### src/rtl/uart_rx_ctrl_pkg.sv
// Shared definitions for the UART receive frame controller: state encoding,
// sample-point offset and the supported oversampling ratios.
package uart_rx_pkg;

  typedef enum logic [2:0] {
    ST_IDLE   = 3'd0,
    ST_START  = 3'd1,
    ST_DATA   = 3'd2,
    ST_PARITY = 3'd3,
    ST_STOP   = 3'd4
  } state_e;

  localparam int SP_OFFSET = 2;

  localparam logic [5:0] PRESCALE_8  = 6'd8;
  localparam logic [5:0] PRESCALE_16 = 6'd16;
  localparam logic [5:0] PRESCALE_32 = 6'd32;

  // The voted bit from data_sampling becomes readable this many edges past mid-bit.
  function automatic logic [4:0] sample_point(input logic [5:0] presc);
    return presc[5:1] + 5'(SP_OFFSET);
  endfunction

endpackage

### src/rtl/uart_rx_ctrl_if.sv
// Signal bundle between the frame controller, data_sampling and the line/consumer side.
interface uart_rx_ctrl_if #(parameter int DATA_WIDTH = 8);
  logic                  RX_IN;
  logic [5:0]            Prescale;
  logic                  PAR_EN;
  logic                  PAR_TYP;
  logic                  sampled_bit;
  logic                  dat_samp_en;
  logic [4:0]            edge_cnt;
  logic [DATA_WIDTH-1:0] P_DATA;
  logic                  data_valid;
  logic                  par_err;
  logic                  stp_err;

  modport master (
    output RX_IN, Prescale, PAR_EN, PAR_TYP, sampled_bit,
    input  dat_samp_en, edge_cnt, P_DATA, data_valid, par_err, stp_err
  );

  modport slave (
    input  RX_IN, Prescale, PAR_EN, PAR_TYP, sampled_bit,
    output dat_samp_en, edge_cnt, P_DATA, data_valid, par_err, stp_err
  );
endinterface

### src/rtl/uart_rx_ctrl_edge_bit_counter.sv
// Oversample edge counter with bit counter; wraps at prescale-1 and clears
// whenever the frame is inactive or about to end.
module edge_bit_counter (
  input  logic       clk,
  input  logic       rst_n,
  input  logic       en_i,
  input  logic       clr_i,
  input  logic [5:0] prescale_i,
  output logic [4:0] edge_cnt_o,
  output logic [3:0] bit_cnt_o,
  output logic       bit_end_o
);

  logic [4:0] edge_q, edge_d;
  logic [3:0] bit_q, bit_d;

  always_comb begin
    edge_d    = edge_q;
    bit_d     = bit_q;
    bit_end_o = ({1'b0, edge_q} == (prescale_i - 6'd1));
    if (clr_i || !en_i) begin
      edge_d = '0;
      bit_d  = '0;
    end else if (bit_end_o) begin
      edge_d = '0;
      bit_d  = bit_q + 4'd1;
    end else begin
      edge_d = edge_q + 5'd1;
    end
  end

  always_ff @(posedge clk or negedge rst_n) begin
    if (!rst_n) begin
      edge_q <= '0;
      bit_q  <= '0;
    end else begin
      edge_q <= edge_d;
      bit_q  <= bit_d;
    end
  end

  assign edge_cnt_o = edge_q;
  assign bit_cnt_o  = bit_q;

endmodule

### src/rtl/uart_rx_ctrl.sv
// UART receive frame controller: drives data_sampling, deserializes the frame
// LSB-first and reports the byte or parity/stop errors as one-cycle pulses.
module uart_rx_ctrl
  import uart_rx_pkg::*;
#(
  parameter int DATA_WIDTH = 8
) (
  input  logic           CLK,
  input  logic           RST,
  uart_rx_ctrl_if.slave  bus
);

  state_e                state_q, state_d;
  logic [5:0]            prescale_q;
  logic                  par_en_q, par_typ_q;
  logic [DATA_WIDTH-1:0] shreg_q, shreg_d;
  logic                  par_bad_q, par_bad_d;
  logic [DATA_WIDTH-1:0] p_data_q, p_data_d;
  logic                  valid_q, valid_d;
  logic                  perr_q, perr_d;
  logic                  serr_q, serr_d;
  logic                  samp_en_q;

  logic [4:0] edge_cnt;
  logic [3:0] bit_cnt;
  logic       bit_end;
  logic       start_det;
  logic       sp_hit;

  assign start_det = (state_q == ST_IDLE) && !bus.RX_IN;
  assign sp_hit    = (edge_cnt == sample_point(prescale_q));

  // Clearing on the next state lets the counters be zero on the first IDLE cycle.
  edge_bit_counter u_cnt (
    .clk        (CLK),
    .rst_n      (RST),
    .en_i       (state_q != ST_IDLE),
    .clr_i      (state_d == ST_IDLE),
    .prescale_i (prescale_q),
    .edge_cnt_o (edge_cnt),
    .bit_cnt_o  (bit_cnt),
    .bit_end_o  (bit_end)
  );

  always_comb begin
    state_d   = state_q;
    shreg_d   = shreg_q;
    par_bad_d = par_bad_q;
    p_data_d  = p_data_q;
    valid_d   = 1'b0;
    perr_d    = 1'b0;
    serr_d    = 1'b0;
    unique case (state_q)
      ST_IDLE: begin
        par_bad_d = 1'b0;
        if (!bus.RX_IN) state_d = ST_START;
      end
      ST_START: begin
        if (sp_hit && bus.sampled_bit) state_d = ST_IDLE;
        else if (bit_end)              state_d = ST_DATA;
      end
      ST_DATA: begin
        if (sp_hit) begin
          for (int i = 0; i < DATA_WIDTH; i++) begin
            if (bit_cnt == 4'(i + 1)) shreg_d[i] = bus.sampled_bit;
          end
        end
        if (bit_end && (bit_cnt == 4'(DATA_WIDTH)))
          state_d = par_en_q ? ST_PARITY : ST_STOP;
      end
      ST_PARITY: begin
        if (sp_hit) par_bad_d = bus.sampled_bit != ((^shreg_q) ^ par_typ_q);
        if (bit_end) state_d = ST_STOP;
      end
      ST_STOP: begin
        // Leave at the sample point so a back-to-back start bit is not missed.
        if (sp_hit) begin
          state_d = ST_IDLE;
          serr_d  = !bus.sampled_bit;
          perr_d  = par_bad_q;
          if (bus.sampled_bit && !par_bad_q) begin
            valid_d  = 1'b1;
            p_data_d = shreg_q;
          end
        end
      end
      default: state_d = ST_IDLE;
    endcase
  end

  always_ff @(posedge CLK or negedge RST) begin
    if (!RST) begin
      state_q    <= ST_IDLE;
      prescale_q <= '0;
      par_en_q   <= 1'b0;
      par_typ_q  <= 1'b0;
      shreg_q    <= '0;
      par_bad_q  <= 1'b0;
      p_data_q   <= '0;
      valid_q    <= 1'b0;
      perr_q     <= 1'b0;
      serr_q     <= 1'b0;
      samp_en_q  <= 1'b0;
    end else begin
      state_q   <= state_d;
      shreg_q   <= shreg_d;
      par_bad_q <= par_bad_d;
      p_data_q  <= p_data_d;
      valid_q   <= valid_d;
      perr_q    <= perr_d;
      serr_q    <= serr_d;
      samp_en_q <= (state_d != ST_IDLE);
      if (start_det) begin
        prescale_q <= bus.Prescale;
        par_en_q   <= bus.PAR_EN;
        par_typ_q  <= bus.PAR_TYP;
      end
    end
  end

  assign bus.dat_samp_en = samp_en_q;
  assign bus.edge_cnt    = edge_cnt;
  assign bus.P_DATA      = p_data_q;
  assign bus.data_valid  = valid_q;
  assign bus.par_err     = perr_q;
  assign bus.stp_err     = serr_q;

endmodule

### src/flat_wrapper.sv
// flat-port wrapper written by rule: the top's interface ports become plain ports
module uart_rx_ctrl_flat import uart_rx_pkg::*;
#(
  parameter int DATA_WIDTH = 8
)
  (CLK, RST, bus_RX_IN, bus_Prescale, bus_PAR_EN, bus_PAR_TYP, bus_sampled_bit, bus_dat_samp_en, bus_edge_cnt, bus_P_DATA, bus_data_valid, bus_par_err, bus_stp_err);
  uart_rx_ctrl_if #(.DATA_WIDTH(DATA_WIDTH)) bus_i ();
  input  logic CLK;
  input  logic RST;
  input wire logic [$bits(bus_i.RX_IN)-1:0] bus_RX_IN;
  input wire logic [$bits(bus_i.Prescale)-1:0] bus_Prescale;
  input wire logic [$bits(bus_i.PAR_EN)-1:0] bus_PAR_EN;
  input wire logic [$bits(bus_i.PAR_TYP)-1:0] bus_PAR_TYP;
  input wire logic [$bits(bus_i.sampled_bit)-1:0] bus_sampled_bit;
  output wire logic [$bits(bus_i.dat_samp_en)-1:0] bus_dat_samp_en;
  output wire logic [$bits(bus_i.edge_cnt)-1:0] bus_edge_cnt;
  output wire logic [$bits(bus_i.P_DATA)-1:0] bus_P_DATA;
  output wire logic [$bits(bus_i.data_valid)-1:0] bus_data_valid;
  output wire logic [$bits(bus_i.par_err)-1:0] bus_par_err;
  output wire logic [$bits(bus_i.stp_err)-1:0] bus_stp_err;
  assign bus_i.RX_IN = bus_RX_IN;
  assign bus_i.Prescale = bus_Prescale;
  assign bus_i.PAR_EN = bus_PAR_EN;
  assign bus_i.PAR_TYP = bus_PAR_TYP;
  assign bus_i.sampled_bit = bus_sampled_bit;
  assign bus_dat_samp_en = bus_i.dat_samp_en;
  assign bus_edge_cnt = bus_i.edge_cnt;
  assign bus_P_DATA = bus_i.P_DATA;
  assign bus_data_valid = bus_i.data_valid;
  assign bus_par_err = bus_i.par_err;
  assign bus_stp_err = bus_i.stp_err;
  uart_rx_ctrl #(.DATA_WIDTH(DATA_WIDTH)) u_core (.CLK(CLK), .RST(RST), .bus(bus_i));
endmodule
### config.mk
export PLATFORM = sky130hd
export DESIGN_NAME = uart_rx_ctrl_flat
export DESIGN_NICKNAME = d
export VERILOG_FILES = /design/src/rtl/uart_rx_ctrl_pkg.sv /design/src/rtl/uart_rx_ctrl_if.sv /design/src/rtl/uart_rx_ctrl_edge_bit_counter.sv /design/src/rtl/uart_rx_ctrl.sv /design/src/flat_wrapper.sv
export SDC_FILE = /design/constraint.sdc
export NUM_CORES = 1
export LEC_CHECK = 0
export CAP_MARGIN = 20
export CORE_MARGIN = 2
export CORE_UTILIZATION = 49
export CTS_CLUSTER_DIAMETER = 60
export CTS_CLUSTER_SIZE = 10
export DETAILED_ROUTE_END_ITERATION = 6
export PLACE_DENSITY = 0.86
export SLEW_MARGIN = 10
export SYNTH_ARGS = -nofsm -noshare
export SYNTH_HDL_FRONTEND = slang
export SYNTH_SLANG_ARGS = --single-unit
### constraint.sdc
create_clock -name CLK -period 2.1 [get_ports CLK]
set_input_delay 0.42 -clock CLK [delete_from_list [all_inputs] [get_ports CLK]]
set_output_delay 0.42 -clock CLK [all_outputs]
set_load 0.01 [all_outputs]
* After elaboration in Yosys (flattened, before gate mapping)
Index checks and enable logic that the tools add are counted.
Storage, ports and cells: memory bits (read-only) 0, latch bits 0, bits in registers 41, input port bits 12, logic and storage cells 88, memories kept 0, RAM bits 0, output and inout bits 17
Cells by class: $mul 0, reductions and logical operators 26, muxes and demuxes 21, div/mod/pow operators 0, bitwise logic cells 1, $add $sub $neg 4, shift operators 0, $lt $le $gt $ge 0, eq/ne operators 16
Operators with widths (count):
- AND reduction 3 bit | 9
- two-way mux 3 bit | 7
- equality test 4 x 3 -> 1 bit, second input constant | 4
- case mux 3 bit (5 select lines) | 1
- two-way mux 5 bit | 2
- equality test 4 x 2 -> 1 bit, second input constant | 2
- two-way mux 1 bit | 8
- two-way mux 4 bit | 2
- parity 8 bit | 1
- equality test 3 x 2 -> 1 bit, second input constant | 2
- equality test 5 x 6 -> 1 bit | 1
- logical NOT 3 bit | 2
- nonzero test 3 bit | 2
- subtractor 6 x 1 -> 6 bit, second input constant | 1
- adder 5 x 1 -> 5 bit, second input constant | 1
- adder 5 x 2 -> 5 bit, second input constant | 1
- equality test 5 bit | 1
- adder 4 x 1 -> 4 bit, second input constant | 1
- equality test 4 x 1 -> 1 bit, second input constant | 1
- equality test 4 bit, second input constant | 1
- logical AND 1 bit | 4
- logical NOT 1 bit | 4
- nonzero test 2 bit | 2
- equality test 3 x 1 -> 1 bit, second input constant | 1
- other kinds (7) | 7

* Longest topological paths before layout
depth in word-level cells 8, depth in mapped cells 8

* By module
A second synthesis with hierarchy kept.
Unflattened totals: cell total of the unflattened synthesis 190, area, all modules 2197.1 um2
Modules (own cells, without submodules):
- uart_rx_ctrl | cells each 126, area each 1601.5 um2, instances 1
- edge_bit_counter | cells each 64, area each 595.6 um2, instances 1

* Worst setup path after synthesis
No wires, ideal clock.
path type flip-flop to flip-flop, start point reg u_core.prescale_q[2], end point reg u_core.u_cnt.bit_q[0], in the netlist u_core.u_cnt.bit_cnt_o[0], stages on the path, launching flop included 9, slack -0.200 ns, clock period less this slack 2.300 ns, data required time 1.954 ns, path buffers 0, data arrival time 2.154 ns, cells stage by stage dfrtp_1 inv_1 ha_1 xor2_1 nor3_2 nand3_2 or4_4 a21oi_4 a211oi_1
Between the ends: word-level cells in the longest chain between the ends 8
Ends and longest elaborated chain:
- from (decl) | line uart_rx_ctrl.sv:14 | logic [5:0] prescale_q;
- from (signal assigned) | line uart_rx_ctrl.sv:114 | prescale_q <= bus.Prescale;
- subtractor 6 x 1 -> 6 bit / adder 5 x 2 -> 5 bit (equally long branches) | line uart_rx_ctrl_edge_bit_counter.sv:20, uart_rx_ctrl_pkg.sv:21
- equality test 5 x 6 -> 1 bit / equality test 5 bit (equally long branches) | line uart_rx_ctrl_edge_bit_counter.sv:20, uart_rx_ctrl.sv:31
- two-way mux 3 bit (tied with other cells) | line uart_rx_ctrl.sv:60 | else if (bit_end) state_d = ST_DATA;
- two-way mux 3 bit (on tied branches) | line uart_rx_ctrl.sv:59, uart_rx_ctrl.sv:68
- case mux 3 bit (5 select lines) | line uart_rx_ctrl.sv:53 | unique case (state_q)
- logical NOT 3 bit | line uart_rx_ctrl.sv:38 | .clr_i (state_d == ST_IDLE),
- logical OR 1 bit | line uart_rx_ctrl_edge_bit_counter.sv:21 | if (clr_i || !en_i) begin
- two-way mux 4 bit / nonzero test 2 bit (equally long branches)
- to (signal assigned) | line uart_rx_ctrl_edge_bit_counter.sv:38 | bit_q <= bit_d;
- to (decl) | line uart_rx_ctrl_edge_bit_counter.sv:15 | logic [3:0] bit_q, bit_d;
Parallel ways exist; a longest one is shown, timed or not. A chain may end at the register's enable or synchronous reset.

* Final worst setup path
start point reg u_core.prescale_q[3], end point reg u_core.p_data_q[0], in the netlist u_core.bus.P_DATA[0]
Between the ends: word-level cells in the longest chain between the ends 3
Ends and longest elaborated chain:
- adder 5 x 2 -> 5 bit | line uart_rx_ctrl_pkg.sv:21 | return presc[5:1] + 5'(SP_OFFSET);
- equality test 5 bit | line uart_rx_ctrl.sv:31 | assign sp_hit = (edge_cnt == sample_point(prescale_q));
- AND reduction 3 bit (no line)
- to (signal assigned) | line uart_rx_ctrl.sv:108 | p_data_q <= p_data_d;
- to (decl) | line uart_rx_ctrl.sv:18 | logic [DATA_WIDTH-1:0] p_data_q, p_data_d;
No other way between the ends.

==> results.json <==
{
  "outcome": "finished with violations",
  "violations": "negative setup slack",
  "ant_nets": 0,
  "rows": 24,
  "portBuffers": 28,
  "cp-end-kind": "flop",
  "required_ps": 2280,
  "final_nets": 279,
  "reg2reg_slack_ps": -340,
  "syn_area_sq_um": 2160,
  "antenna_found_initial": 0,
  "skew_ps": 9.57,
  "die_width_microns": 70.4,
  "dr.pass1.iters": 4,
  "rsz0062_at_grt": "true",
  "avgSynthCellArea_sq_um": 11.2,
  "async_flop_share_pct": 100,
  "path_delay_family": "simple AND/OR/NAND/NOR gates",
  "worst_slew_pin_slew_ps": 791,
  "die_y_microns": 70.4,
  "syn-instance-count": 193,
  "ys_seq_elements": 41,
  "synth.most_common_cell": "dfrtp_1",
  "slew_headroom_pct": 47.3,
  "critical_path.most_common_cell": "nor3_2",
  "setup_ws_ps": -341,
  "diodes": 0,
  "ios": 29,
  "arrival_ps": 2620,
  "track_usage_pct": 23.3,
  "cts_root_buf": "clkbuf_8",
  "gr-total-overflow": 0,
  "clk_pin_slew_ps": 80,
  "cts_buffer_depth": 2,
  "power_density_nw_per_um2": 1270,
  "fin_area_sq_um": 2990,
  "synth.distinct_cells": 38,
  "stdcell_count": 311,
  "vdd_drop_max_v": 0.000642,
  "leakage_nw": 1.25,
  "slew_viol_final": 0,
  "synth_edf_count": 0,
  "synth_flop_cell": "dfrtp_1",
  "vias_per_cell": 5.67,
  "syn_nets": 214,
  "drive_gt1_share_pct": 33.2,
  "met3_wirelength_microns": 287,
  "fin_crit_sh_pct": 116,
  "dieArea_sq_um": 4960,
  "wl_met2_microns": 2750,
  "met1_length_microns": 2470,
  "slowest_delay_ps": 450,
  "synth_area_leaders": "dfrtp_1 (47%), mux2_2 (9.9%), xnor2_1 (7.3%)",
  "synthTopCellsByCount": "dfrtp_1 (41), mux2_2 (19), xnor2_1 (18)",
  "htree_levels": 2,
  "clock-sinks": 41,
  "areaGrowthSynthToFinish_pct": 38.1,
  "crit_type": "reg2reg",
  "placed_cell_area_sq_um": 2680,
  "coreArea_sq_um": 4290,
  "dp_hpwl_microns": 3360,
  "grt_max_degree": 36,
  "slowest_stage": "dfrtp_2",
  "dpl.cell_count": 292,
  "wire_per_inst_microns": 18.3,
  "num_vias": 1764,
  "hp-class": "in2async",
  "drt_iter0_drc": 188,
  "hold_viol_final": 0,
  "clkLatencyLatePin_ps": 300,
  "max_freq_ghz": 0.410,
  "routed.top_layer": "met4",
  "crit_fanout": 5,
  "start_kind": "flop",
  "drcViolationCount": 0,
  "tns_ps": -7280,
  "grt_pass1_vias": 1807,
  "crit_chain": "inv_2 -> ha_4 -> xor2_1 -> nor3_2 -> buf_4 -> nand4_1 -> nor3_2 -> buf_6 -> mux2_4",
  "start_util_pct": 50.4,
  "yosys_warnings": 0,
  "hold_ws_ps": 198,
  "synth_top_area_share_pct": 47.4,
  "numCtsBuffers": 5,
  "cts_tree": "built",
  "place.gp.congestion": 0.866,
  "finalSetupViolations": 28,
  "cp_num_buf_inv": 3,
  "cap_violations": 0,
  "grt_pass1_wl_microns": 8940,
  "routed_wl_microns": 5700,
  "synth-seq-area-share_pct": 47.4,
  "fillers": 299,
  "yosysTopAreaCell": "dfrtp_1",
  "timing.final.crit_period_ps": 2440
}
report_power, final:
part	internal, mW	leakage [nW]	switching [mW]	total (mW)
clock network	0.388	0.0585	0.277	0.665
logic	0.952	0.676	0.983	1.94
registers	0.964	0.518	0.238	1.20
timing repair:
| item | CTS | global route |
|---|---|---|
| setup buffers | 7 | 6 |
| endpoints found under the hold margin | 0 | 0 |
| setup endpoints to repair | 25 | 31 |
| gates resized for setup | 17 | 8 |
| gates cloned | 2 | 0 |
| pin swaps | 4 | 4 |
| hold buffers | 0 | 0 |
flip-flops by register name, summed over array words and instances, names as in the netlist:
| register | count |
|---|---|
| u_core.bus.P_DATA | 8 |
| u_core.bus.dat_samp_en | 1 |
| u_core.bus.data_valid | 1 |
| u_core.bus.par_err | 1 |
| u_core.bus.stp_err | 1 |
| u_core.par_bad_q | 1 |
| u_core.par_en_q | 1 |
| u_core.par_typ_q | 1 |
| u_core.prescale_q | 6 |
| u_core.shreg_q | 8 |
| u_core.state_q | 3 |
| u_core.u_cnt.bit_cnt_o | 4 |
| u_core.u_cnt.edge_cnt_o | 5 |
metrics by stage:
step | utilization, % | worst slack [ps] | total power, mW
final | 69.6 | -341 | 3.80
after global routing | 69.6 | -408 | 4.02
after CTS | 68.7 | -222 | 3.63
after detailed placement | 62.5 | -239 | 2.81
after global placement | 62.5 | -90.1 | 2.74
after floorplan | - | -120 | 2.20
per-layer routing:
layer  vias to the layer above  GRT usage [%]
met3                        25           4.33
met5                         -              0
met1                       860           30.6
li1                        809              -
met4                         0           11.5
met2                        70           36.8
kinds of logic (layout without fill, tap and decap cells):
group,after synthesis,in the layout,synth area share [%]
xor+xnor,29,29,11.7
fa+ha+maj,9,9,5.21
flops,41,41,47.4
simple gates,52,52,13.7
buf+inv,16,81,2.78
mux,20,20,10.4
compound gates,26,27,8.85
path summary, 6_finish.rpt:
| path | from | to | cells past startpoint |
|---|---|---|---|
| min in group CLK | u_core.bus.P_DATA[1] | u_core.bus.P_DATA[1] | 1 |
| max | u_core.prescale_q[3] | u_core.bus.P_DATA[0] | 9 |
| min | RST | u_core.bus.data_valid | 1 |
| max in group asynchronous | RST | u_core.u_cnt.edge_cnt_o[1] | 2 |
| min reg2reg | u_core.bus.P_DATA[1] | u_core.bus.P_DATA[1] | 1 |
| max reg2reg | u_core.prescale_q[3] | u_core.bus.P_DATA[0] | 9 |
cell type report:
| type | count | area [sq um] | share of cell area (%) |
|---|---|---|---|
| clock inverter | 1 | 30.0 | 1.01 |
| clock buffer | 7 | 86.3 | 2.89 |
| timing repair buffer | 62 | 547 | 18.3 |
| inverter | 11 | 41.3 | 1.38 |
| sequential | 41 | 1030 | 34.4 |
| tap | 52 | 65.1 | 2.18 |
| multi-input combinational | 137 | 1190 | 39.8 |
placed cells by master (no fill, tap or decap), types with 2 or more instances in the layout:
cell type	count
a21oi_4	2
o21ai_1	2
mux2_2	11
nand3_1	11
o21ai_0	8
dfrtp_2	2
dfrtp_1	39
nand4_1	2
xor2_1	11
ha_1	6
mux2_4	8
buf_4	32
ha_2	2
inv_1	9
nor3_2	3
or4_4	2
nor3_1	8
o21a_1	2
nand2_1	9
inv_2	2
nor2_1	4
xnor2_1	17
a211oi_1	3
clkdlybuf4s50_1	27
clkbuf_8	6
(Power assumes the default switching activity.)
